===== config.mk =====
export PLATFORM = sky130hd
export DESIGN_NAME = replay_buffer
export DESIGN_NICKNAME = d
export VERILOG_FILES = /design/src/rtl/replay_pkg.sv /design/src/rtl/replay_ram.sv /design/src/rtl/replay_buffer.sv
export SDC_FILE = /design/constraint.sdc
export NUM_CORES = 1
export LEC_CHECK = 0
export CAP_MARGIN = 25
export CORE_MARGIN = 5
export CORE_UTILIZATION = 60
export CTS_BUF_LIST = sky130_fd_sc_hd__clkbuf_4 sky130_fd_sc_hd__clkbuf_8
export DETAILED_ROUTE_END_ITERATION = 8
export PLACE_DENSITY = 0.77
export SLEW_MARGIN = 20
export SYNTH_ARGS = -nofsm -noshare
export SYNTH_HDL_FRONTEND = slang
export SYNTH_HIERARCHICAL = 1
export SYNTH_SLANG_ARGS = --single-unit

===== constraint.sdc =====
create_clock -name clk_i -period 7 [get_ports clk_i]
set_clock_uncertainty 0.05 [all_clocks]
set_input_delay 1.05 -clock clk_i [delete_from_list [all_inputs] [get_ports clk_i]]
set_output_delay 1.05 -clock clk_i [all_outputs]
set_load 0.03 [all_outputs]

===== src/rtl/replay_pkg.sv =====
// Shared types and helpers for the transmit replay buffer: FSM states,
// pointer-width calculation and modular sequence-number distance.
package replay_pkg;

  typedef enum logic [1:0] {
    IDLE,
    SEND,
    REPLAY
  } state_e;

  function automatic int clog2(input int value);
    int result;
    result = 0;
    for (int i = 0; i < 31; i++) begin
      if ((1 << i) < value) result = i + 1;
    end
    return result;
  endfunction

  // Distance from the head entry to the word after ackSeq, modulo 2**seqW.
  function automatic logic [31:0] seqDelta(input logic [31:0] ackSeq,
                                           input logic [31:0] headSeq,
                                           input int          seqW);
    logic [31:0] mask;
    mask = (32'd1 << seqW) - 32'd1;
    return (ackSeq - headSeq + 32'd1) & mask;
  endfunction

endpackage


===== src/rtl/replay_ram.sv =====
// Simple dual-port RAM: synchronous write, registered read, storage not reset.
module replay_ram
  import replay_pkg::*;
#(
  parameter int DATA_W = 16,
  parameter int DEPTH  = 8,
  localparam int AW    = clog2(DEPTH)
) (
  input  logic              clk_i,
  input  logic              we_i,
  input  logic [AW-1:0]     waddr_i,
  input  logic [DATA_W-1:0] wdata_i,
  input  logic              re_i,
  input  logic [AW-1:0]     raddr_i,
  output logic [DATA_W-1:0] rdata_o
);

  logic [DATA_W-1:0] mem_q [DEPTH];
  logic [DATA_W-1:0] rdata_q;

  // Read data only moves on a read, so the output word holds while stalled.
  always_ff @(posedge clk_i) begin
    if (we_i) mem_q[waddr_i] <= wdata_i;
    if (re_i) rdata_q <= mem_q[raddr_i];
  end

  assign rdata_o = rdata_q;

endmodule


===== src/rtl/replay_buffer.sv =====
// Transmit replay buffer: sequence-tags outgoing words, holds them until ACKed
// and retransmits every unacknowledged word in order after a NAK.
module replay_buffer
  import replay_pkg::*;
#(
  parameter int DATA_W = 16,
  parameter int DEPTH  = 8,
  parameter int SEQ_W  = 12,
  localparam int PW    = clog2(DEPTH) + 1
) (
  input  logic              clk_i,
  input  logic              rst_ni,
  input  logic              in_valid_i,
  input  logic [DATA_W-1:0] in_data_i,
  output logic              in_ready_o,
  output logic              out_valid_o,
  output logic [DATA_W-1:0] out_data_o,
  output logic [SEQ_W-1:0]  out_seq_o,
  input  logic              out_ready_i,
  input  logic              ack_valid_i,
  input  logic              nak_valid_i,
  input  logic [SEQ_W-1:0]  ackn_seq_i,
  output logic              ack_err_o,
  output logic              replay_active_o,
  output logic [PW-1:0]     occupancy_o
);

  localparam int AW = PW - 1;

  logic [PW-1:0]    head_q, head_d, done_q, done_d, rd_q, rd_d, tail_q, tail_d;
  logic [PW-1:0]    replayEnd_q, replayEnd_d, occ_q;
  logic [SEQ_W-1:0] headSeq_q, headSeq_d;
  logic             outValid_q, outValid_d, ackErr_q, ackErr_d;
  state_e           state_q, state_d;

  logic [PW-1:0]    fill, window, outOffset;
  logic [31:0]      delta32;
  logic             wrEn, rdEn, hsk, inWindow, nakOk, ackOk, seqErr;

  assign fill      = tail_q - head_q;
  assign window    = done_q - head_q;
  assign outOffset = done_q - head_q;
  assign wrEn      = in_valid_i && (fill != PW'(DEPTH));
  assign hsk       = outValid_q && out_ready_i;
  assign delta32   = seqDelta(32'(ackn_seq_i), 32'(headSeq_q), SEQ_W);
  assign inWindow  = delta32 <= 32'(window);
  assign nakOk     = nak_valid_i && inWindow;
  assign ackOk     = ack_valid_i && !nak_valid_i && inWindow && (delta32 != 32'd0);
  assign seqErr    = (ack_valid_i || nak_valid_i) && !inWindow;
  // A NAK flushes the output stage, so no read is launched in that cycle.
  assign rdEn      = (!outValid_q || out_ready_i) && (rd_q != tail_q) && !nakOk;

  always_comb begin
    head_d      = head_q;
    done_d      = done_q;
    rd_d        = rd_q;
    tail_d      = tail_q;
    replayEnd_d = replayEnd_q;
    headSeq_d   = headSeq_q;
    outValid_d  = outValid_q;
    ackErr_d    = seqErr;
    state_d     = state_q;

    if (wrEn) tail_d = tail_q + PW'(1);
    if (hsk) begin
      done_d     = done_q + PW'(1);
      outValid_d = 1'b0;
    end
    if (rdEn) begin
      rd_d       = rd_q + PW'(1);
      outValid_d = 1'b1;
    end

    if (nakOk) begin
      head_d      = head_q + PW'(delta32);
      headSeq_d   = headSeq_q + SEQ_W'(delta32);
      rd_d        = head_d;
      done_d      = head_d;
      outValid_d  = 1'b0;
      replayEnd_d = done_q;
    end else if (ackOk) begin
      head_d    = head_q + PW'(delta32);
      headSeq_d = headSeq_q + SEQ_W'(delta32);
    end

    if (nakOk) begin
      if (head_d != done_q)      state_d = REPLAY;
      else if (rd_d != tail_d)   state_d = SEND;
      else                       state_d = IDLE;
    end else if (state_q == REPLAY && done_d != replayEnd_q) begin
      state_d = REPLAY;
    end else if (rd_d == tail_d && !outValid_d) begin
      state_d = IDLE;
    end else begin
      state_d = SEND;
    end
  end

  always_ff @(posedge clk_i or negedge rst_ni) begin
    if (!rst_ni) begin
      head_q      <= '0;
      done_q      <= '0;
      rd_q        <= '0;
      tail_q      <= '0;
      replayEnd_q <= '0;
      headSeq_q   <= '0;
      outValid_q  <= 1'b0;
      ackErr_q    <= 1'b0;
      occ_q       <= '0;
      state_q     <= IDLE;
    end else begin
      head_q      <= head_d;
      done_q      <= done_d;
      rd_q        <= rd_d;
      tail_q      <= tail_d;
      replayEnd_q <= replayEnd_d;
      headSeq_q   <= headSeq_d;
      outValid_q  <= outValid_d;
      ackErr_q    <= ackErr_d;
      occ_q       <= tail_d - head_d;
      state_q     <= state_d;
    end
  end

  replay_ram #(
    .DATA_W(DATA_W),
    .DEPTH (DEPTH)
  ) u_ram (
    .clk_i  (clk_i),
    .we_i   (wrEn),
    .waddr_i(tail_q[AW-1:0]),
    .wdata_i(in_data_i),
    .re_i   (rdEn),
    .raddr_i(rd_q[AW-1:0]),
    .rdata_o(out_data_o)
  );

  // The presented word always sits at done, so its sequence follows from head.
  assign out_seq_o       = headSeq_q + SEQ_W'(outOffset);
  assign in_ready_o      = (fill != PW'(DEPTH));
  assign out_valid_o     = outValid_q;
  assign ack_err_o       = ackErr_q;
  assign replay_active_o = (state_q == REPLAY);
  assign occupancy_o     = occ_q;

endmodule


==> flow_summary_export.csv, run 1 <==
group,metric,value,unit
status,status,"completed",
drt,drtAntennaViolNets,0,
sta,finalHoldViolations,0,
worst_setup_path,cp-end-kind,"register",
synthesis,netlist_instances,662,
final_layout,instances_no_fill,964,
sta,rsz0062_at_grt,"false",
floorplan,fp.coreArea,0.0153,mm^2
synthesis,synth_seq_cells,184,
worst_hold_path,hp-class,"input port to async pin",
worst_setup_path,cp-start-kind,"input port",
final_layout,final_layout_size_suffix_gt1_frac,0.110,
global_route,grt_pass1_vias,5842,
synthesis,synth-edff-count,144,
synthesis,yosysSeqAreaShare,0.568,
worst_setup_path,slowest_delay,0.45,ns
place,portBuffers,69,
job,cap_violations,0,
cts,h-tree-depth,4,
global_route,grt_use_total,0.218,
synthesis,synth.area.top_cells,"edfxtp_1 46%, dfrtp_1 11%, mux4_1 7.8%",
drt,wire_per_inst,19.7,um
cts,numCtsBuffers,17,
cts,cts_hold_buf,0,
sta,tightest_slew,1.03,ns
place,gp_congestion,0.906,
global_route,overflow,0,
synthesis,avgSynthCellArea,14.2,um^2
drt,vias,5615,
worst_setup_path,cp_cell_sequence,"clkdlybuf4s50_1 -> inv_1 -> ha_1 -> inv_1 -> ha_1 -> inv_1 -> fa_1 -> xor2_1 -> inv_1 -> ha_1 -> o21a_1 -> o21a_1 -> nor4_1 -> nand4_1 -> o21ai_0 -> ha_1 -> inv_1 -> a21o_1 -> a21oi_1 -> xnor2_1 -> xnor2_1",
synthesis,yosysUniqueCellTypes,58,
sta,maxSlewHeadroom,0.311,
final_layout,regArea,0.00533,mm^2
worst_setup_path,path_common_cell,"inv_1",
synthesis,yosysTopAreaCell,"edfxtp_1",
worst_setup_path,reg2reg_to,"occupancy_o[3]",
synthesis,yosysWarnings,6,
cts,clk_latency,0.46,ns
place,dp.cells,929,
sta,finalMaxSlewViolations,0,
cts,clk_path_buf_depth,2,
floorplan,rows,45,
place,postPlaceCellArea,0.0103,mm^2
synthesis,synthesis.nets,757,
final_layout,area_growth,15.0,%
sta,period_share,0.760,
final_layout,multi_input_area,0.00378,mm^2
worst_setup_path,cp_slowest_cell,"clkdlybuf4s50_1",
worst_setup_path,rrSetupSlack,2.23,ns
synthesis,syn_area,0.00938,mm^2
sta,setup_viol,0,
cts,cts_setup_buffers,0,
synthesis,synth_most_common_cell,"edfxtp_1",
synthesis,synth.top_cells.by_count,"144 x edfxtp_1, 55 x ha_1, 52 x inv_1, 40 x dfrtp_1, 40 x nor2_1",
worst_setup_path,cp.required,7.33,ns
place,post-dp-hpwl,13000,um
worst_setup_path,worst-setup-path-type,"input port to register",
worst_setup_path,worstReg2RegStart,"headSeq_q[1]",
floorplan,die_x,135,um
worst_setup_path,cp.arrival,5.65,ns
floorplan,dieArea,0.0182,mm^2
sta,fmax,188,MHz
sta,layout_min_cycle_time,5.32,ns
synthesis,ys_async_sr_fraction,0.217,
floorplan,initial_core_util,0.615,
floorplan,die_y,135,um
cts,cts_resized,0,
cts,clk_pin_slew,0.09,ns
global_route,grt_antenna_before_repair,0,
worst_setup_path,reg2reg_depth,19,
cts,cts_root_buf,"clkbuf_8",
drt,wirelength,19000,um
cts,cts_tree,"built",
cts,clock_sinks,184,
global_route,grt_max_degree,41,
drt,avgViaCountPerCell,5.82,
sta,tns,0,ns
synthesis,synth_top_area_share,0.461,
global_route,grt_pass1_wl,30400,um
final_layout,fillerInstances,1030,
floorplan,num_io_pins,70,
final_layout,final_area,0.0108,mm^2
drt,drt-initial-drc-count,344,
final_layout,final_nets,836,
synthesis,synthFlopType,"edfxtp_1",
drt,drcViolationCount,0,
final_layout,antennaDiodeCount,0,
drt,first_pass_iters,5,
worst_setup_path,cp_max_fo,11,
## logic make-up (layout without fill, tap and decap cells)
kind of cell    Yosys count  in the layout  synth area share
flops                   184            184             0.568
fa+ha+maj                61             61            0.0862
mux                      60             60             0.121
xor+xnor                 59             59            0.0551
simple gates            130            130            0.0699
buf+inv                  71            162            0.0338
compound gates           97             97            0.0662
## layout by cell type (no fill, tap or decap), drive strengths merged, types with 28 or more instances in the layout
| cell | instances |
|---|---|
| edfxtp | 144 |
| nand2 | 28 |
| dfrtp | 40 |
| inv | 56 |
| nor2 | 40 |
| xnor2 | 36 |
| clkdlybuf4s50 | 68 |
| a21oi | 34 |
| mux4 | 32 |
| ha | 55 |
## critical path: cells and delay by family
family / cells / cell delay, ns
buf+inv: 6 / 0.79
xor+xnor: 3 / 0.54
fa+ha+maj: 5 / 1.42
compound gates: 5 / 1.05
simple gates: 2 / 0.81
## metrics by stage
step	utilization	hold WS, ns	worst slack [ns]
6_report	0.706	0.390	1.68
5_1_grt	0.706	0.367	1.32
4_1_cts	0.702	0.491	1.72
3_5_place_dp	0.675	0.470	1.25
3_3_place_gp	0.673	0.463	1.47
2_1_floorplan	-	0.449	2.19
## layout make-up
type,instances,share of cell area
flip-flops and latches,184,0.494
multi-input cells,407,0.350
repair buffers,79,0.0750
well taps,211,0.0245
clock buffers,18,0.0224
inverters,52,0.0181
clock inverters,13,0.0156
## sequential cells by signal (all words and copies together) (netlist names), 4 cells and up
register	cells
headSeq_q	12
tail_q	4
rd_q	4
done_q	4
head_q	4
occupancy_o	4
u_ram/mem_q	128
replayEnd_q	4
u_ram/rdata_o	16
## worst max path at each step
stage | from | end
2_1_floorplan | ackn_seq_i[1] | occupancy_o[3]
3_3_place_gp | ackn_seq_i[1] | occupancy_o[3]
3_5_place_dp | ackn_seq_i[1] | occupancy_o[3]
4_1_cts | ackn_seq_i[1] | occupancy_o[3]
5_1_grt | ackn_seq_i[1] | occupancy_o[3]
6_report | ackn_seq_i[1] | occupancy_o[3]
## layer usage
| metal | share of wire | wire length, um | up-vias | global-route usage |
|---|---|---|---|---|
| met4 | 0.017 | 333 | 0 | 0.0677 |
| li1 | - | - | 2643 | - |
| met2 | 0.52 | 9850 | 156 | 0.384 |
| met1 | 0.42 | 7970 | 2789 | 0.275 |
| met5 | 0 | 0 | - | 0 |
| met3 | 0.047 | 886 | 27 | 0.0402 |
Power of run 1 is left out: the tool's default activity adds up to more than one toggle a clock period on the data nets, which glitch-free logic cannot reach.
==> run 2: changes to the inputs <==
==> constraint.sdc (replaced) <==
create_clock -name clk_i -period 5 [get_ports clk_i]
set_clock_uncertainty 0.05 [all_clocks]
set_input_delay 0.75 -clock clk_i [delete_from_list [all_inputs] [get_ports clk_i]]
set_output_delay 0.75 -clock clk_i [all_outputs]
set_load 0.03 [all_outputs]
==> flow_summary_export.csv, run 2 (same netlist as run 1, synthesis figures left out) <==
group,metric,value,unit
status,status,"completed",
job,cap_violations,0,
drt,drtAntennaViolNets,0,
final_layout,final_nets,848,
sta,rsz0062_at_grt,"false",
sta,fmax,213,MHz
cts,clk_latency,0.46,ns
drt,first_pass_iters,4,
drt,vias,5638,
global_route,overflow,0,
cts,clk_path_buf_depth,2,
worst_setup_path,path_buf_inv,3,
worst_setup_path,reg2reg_depth,20,
final_layout,fillerInstances,1058,
cts,numCtsBuffers,17,
worst_setup_path,slowest_delay,0.70,ns
cts,cts_root_buf,"clkbuf_8",
sta,layout_min_cycle_time,4.69,ns
place,portBuffers,69,
final_layout,final_layout_size_suffix_gt1_frac,0.125,
final_layout,largest_reg_flops,128,
worst_setup_path,cp-end-kind,"output pin",
sta,finalHoldViolations,0,
worst_setup_path,worstReg2RegStart,"done_q[0]",
floorplan,dieArea,0.0182,mm^2
sta,finalMaxSlewViolations,0,
worst_setup_path,cp_cell_sequence,"inv_1 -> ha_1 -> inv_1 -> fa_1 -> fa_1 -> a21o_1 -> a21oi_1 -> nor2_1 -> nand2_1 -> xnor2_1 -> clkdlybuf4s50_1",
global_route,grt_use_total,0.217,
final_layout,regArea,0.00533,mm^2
worst_hold_path,hp-class,"input port to async pin",
floorplan,num_io_pins,70,
drt,drt-initial-drc-count,328,
global_route,grt_pass1_vias,5952,
cts,cts_tree,"built",
worst_setup_path,worst-setup-path-type,"register to output pin",
drt,avgViaCountPerCell,5.77,
sta,layout_setup_ws,0.313,ns
final_layout,multi_input_area,0.00378,mm^2
worst_setup_path,reg2reg_to,"occupancy_o[3]",
worst_setup_path,cp.arrival,3.89,ns
cts,cts_hold_buf,0,
global_route,grt_pass1_wl,30200,um
place,gp_congestion,0.909,
worst_setup_path,rrSetupSlack,0.58,ns
worst_setup_path,cp_max_fo,7,
sta,maxSlewHeadroom,0.291,
drt,wire_per_inst,19.2,um
final_layout,layout_common_cells,"144 x edfxtp_1, 66 x clkdlybuf4s50_1, 55 x ha_1, 52 x inv_1, 40 x dfrtp_1",
floorplan,die_x,135,um
cts,clock_sinks,184,
worst_setup_path,cp_slowest_cell,"clkdlybuf4s50_1",
floorplan,initial_core_util,0.615,
final_layout,instances_no_fill,977,
floorplan,die_y,135,um
sta,tightest_slew,1.06,ns
place,dp.cells,944,
floorplan,rows,45,
place,post-place-ws,-0.0789,ns
global_route,grt_max_degree,41,
worst_setup_path,cp.required,4.20,ns
drt,drcViolationCount,0,
floorplan,fp.coreArea,0.0153,mm^2
global_route,grt_antenna_before_repair,0,
drt,wirelength,18800,um
worst_setup_path,cp-start-kind,"register",
final_layout,final_util,0.711,
sta,hold_ws,0.373,ns
sta,setup_viol,0,
cts,clk_pin_slew,0.10,ns
worst_setup_path,crit_family,"adder cells",
place,post-dp-hpwl,13400,um
final_layout,top_register,"u_ram/mem_q",
cts,h-tree-depth,4,
final_layout,area_growth,15.6,%
final_layout,final_common_cell,"edfxtp_1",
final_layout,antennaDiodeCount,0,
sta,period_share,0.937,
[run 2: changes by cell type in the layout (fill, tap and decap cells not counted), sizes merged]
cell / change
clkinv: +1
buf: +12
clkdlybuf4s50: -2
clkinvlp: +1
bufinv: -3
dlymetal6s2s: +2
inv: +2
[run 2: what timing repair did]
action | in CTS | in global routing
endpoints found under the hold margin | 0 | 0
resized for setup | 0 | 2
endpoints found under the setup margin | 0 | 2
buffers inserted | 0 | 0
[run 2: worst reg2reg max path: stages (launching register included)]
cell and delay (ns):
dfrtp_1 0.49, inv_1 0.16, ha_1 0.17, inv_1 0.07, fa_1 0.56, inv_1 0.07
ha_1 0.30, nor2b_1 0.13, o21a_1 0.16, o21a_1 0.16, o21a_1 0.19, nor4_1 0.33
nand4_1 0.17, buf_4 0.21, o21ai_0 0.24, ha_1 0.24, inv_1 0.05, a21o_1 0.14
a21oi_1 0.17, xnor2_1 0.16, xnor2_1 0.14
[run 2: area by class of cell]
cell class | count | share of cell area
clock inverter | 14 | 0.0127
timing repair buffer | 91 | 0.0825
sequential | 184 | 0.491
inverter | 52 | 0.0180
multi-input combinational | 407 | 0.348
tap | 211 | 0.0244
clock buffer | 18 | 0.0229
[run 2: routing by layer]
| metal | vias up | wire (um) | GRT usage | share of wire |
|---|---|---|---|---|
| met5 | - | 0 | 0 | 0 |
| met4 | 0 | 270 | 0.0571 | 0.014 |
| met3 | 21 | 796 | 0.0462 | 0.042 |
| met2 | 127 | 9940 | 0.387 | 0.53 |
| met1 | 2812 | 7780 | 0.270 | 0.41 |
| li1 | 2678 | - | - | - |
[run 2: through the flow]
| step | instance area (um^2) | TNS (ns) |
|---|---|---|
| 6_report | 10800 | 0 |
| 5_1_grt | 10800 | 0 |
| 4_1_cts | 10800 | 0 |
| 3_5_place_dp | 10400 | -0.0789 |
| 3_3_place_gp | 10400 | 0 |
| 2_1_floorplan | 9380 | 0 |
[run 2: worst max path at each step]
stage / from / to / slack, ns / cells past startpoint
3_5_place_dp: ackn_seq_i[1] / occupancy_o[3] / -0.08 / 22
4_1_cts: head_q[1] / out_seq_o[9] / 0.15 / 13
2_1_floorplan: ackn_seq_i[1] / occupancy_o[3] / 0.49 / 22
3_3_place_gp: ackn_seq_i[1] / occupancy_o[3] / 0.04 / 22
5_1_grt: ackn_seq_i[1] / occupancy_o[3] / 0.04 / 22
6_report: done_q[0] / out_seq_o[8] / 0.31 / 11
Power of run 2 is left out for the same reason.
==> run 3: changes to the inputs <==
--- a/config.mk
+++ b/config.mk
@@ -9,6 +9,7 @@
 export CORE_MARGIN = 5
 export CORE_UTILIZATION = 60
 export CTS_BUF_LIST = sky130_fd_sc_hd__clkbuf_4 sky130_fd_sc_hd__clkbuf_8
+export CTS_CLUSTER_DIAMETER = 50
 export DETAILED_ROUTE_END_ITERATION = 8
 export PLACE_DENSITY = 0.77
 export SLEW_MARGIN = 20
==> results of run 3 <==
Same layout as run 2: the final DEF is identical, and so are final timing and power.
Power of run 3 is left out for the same reason.
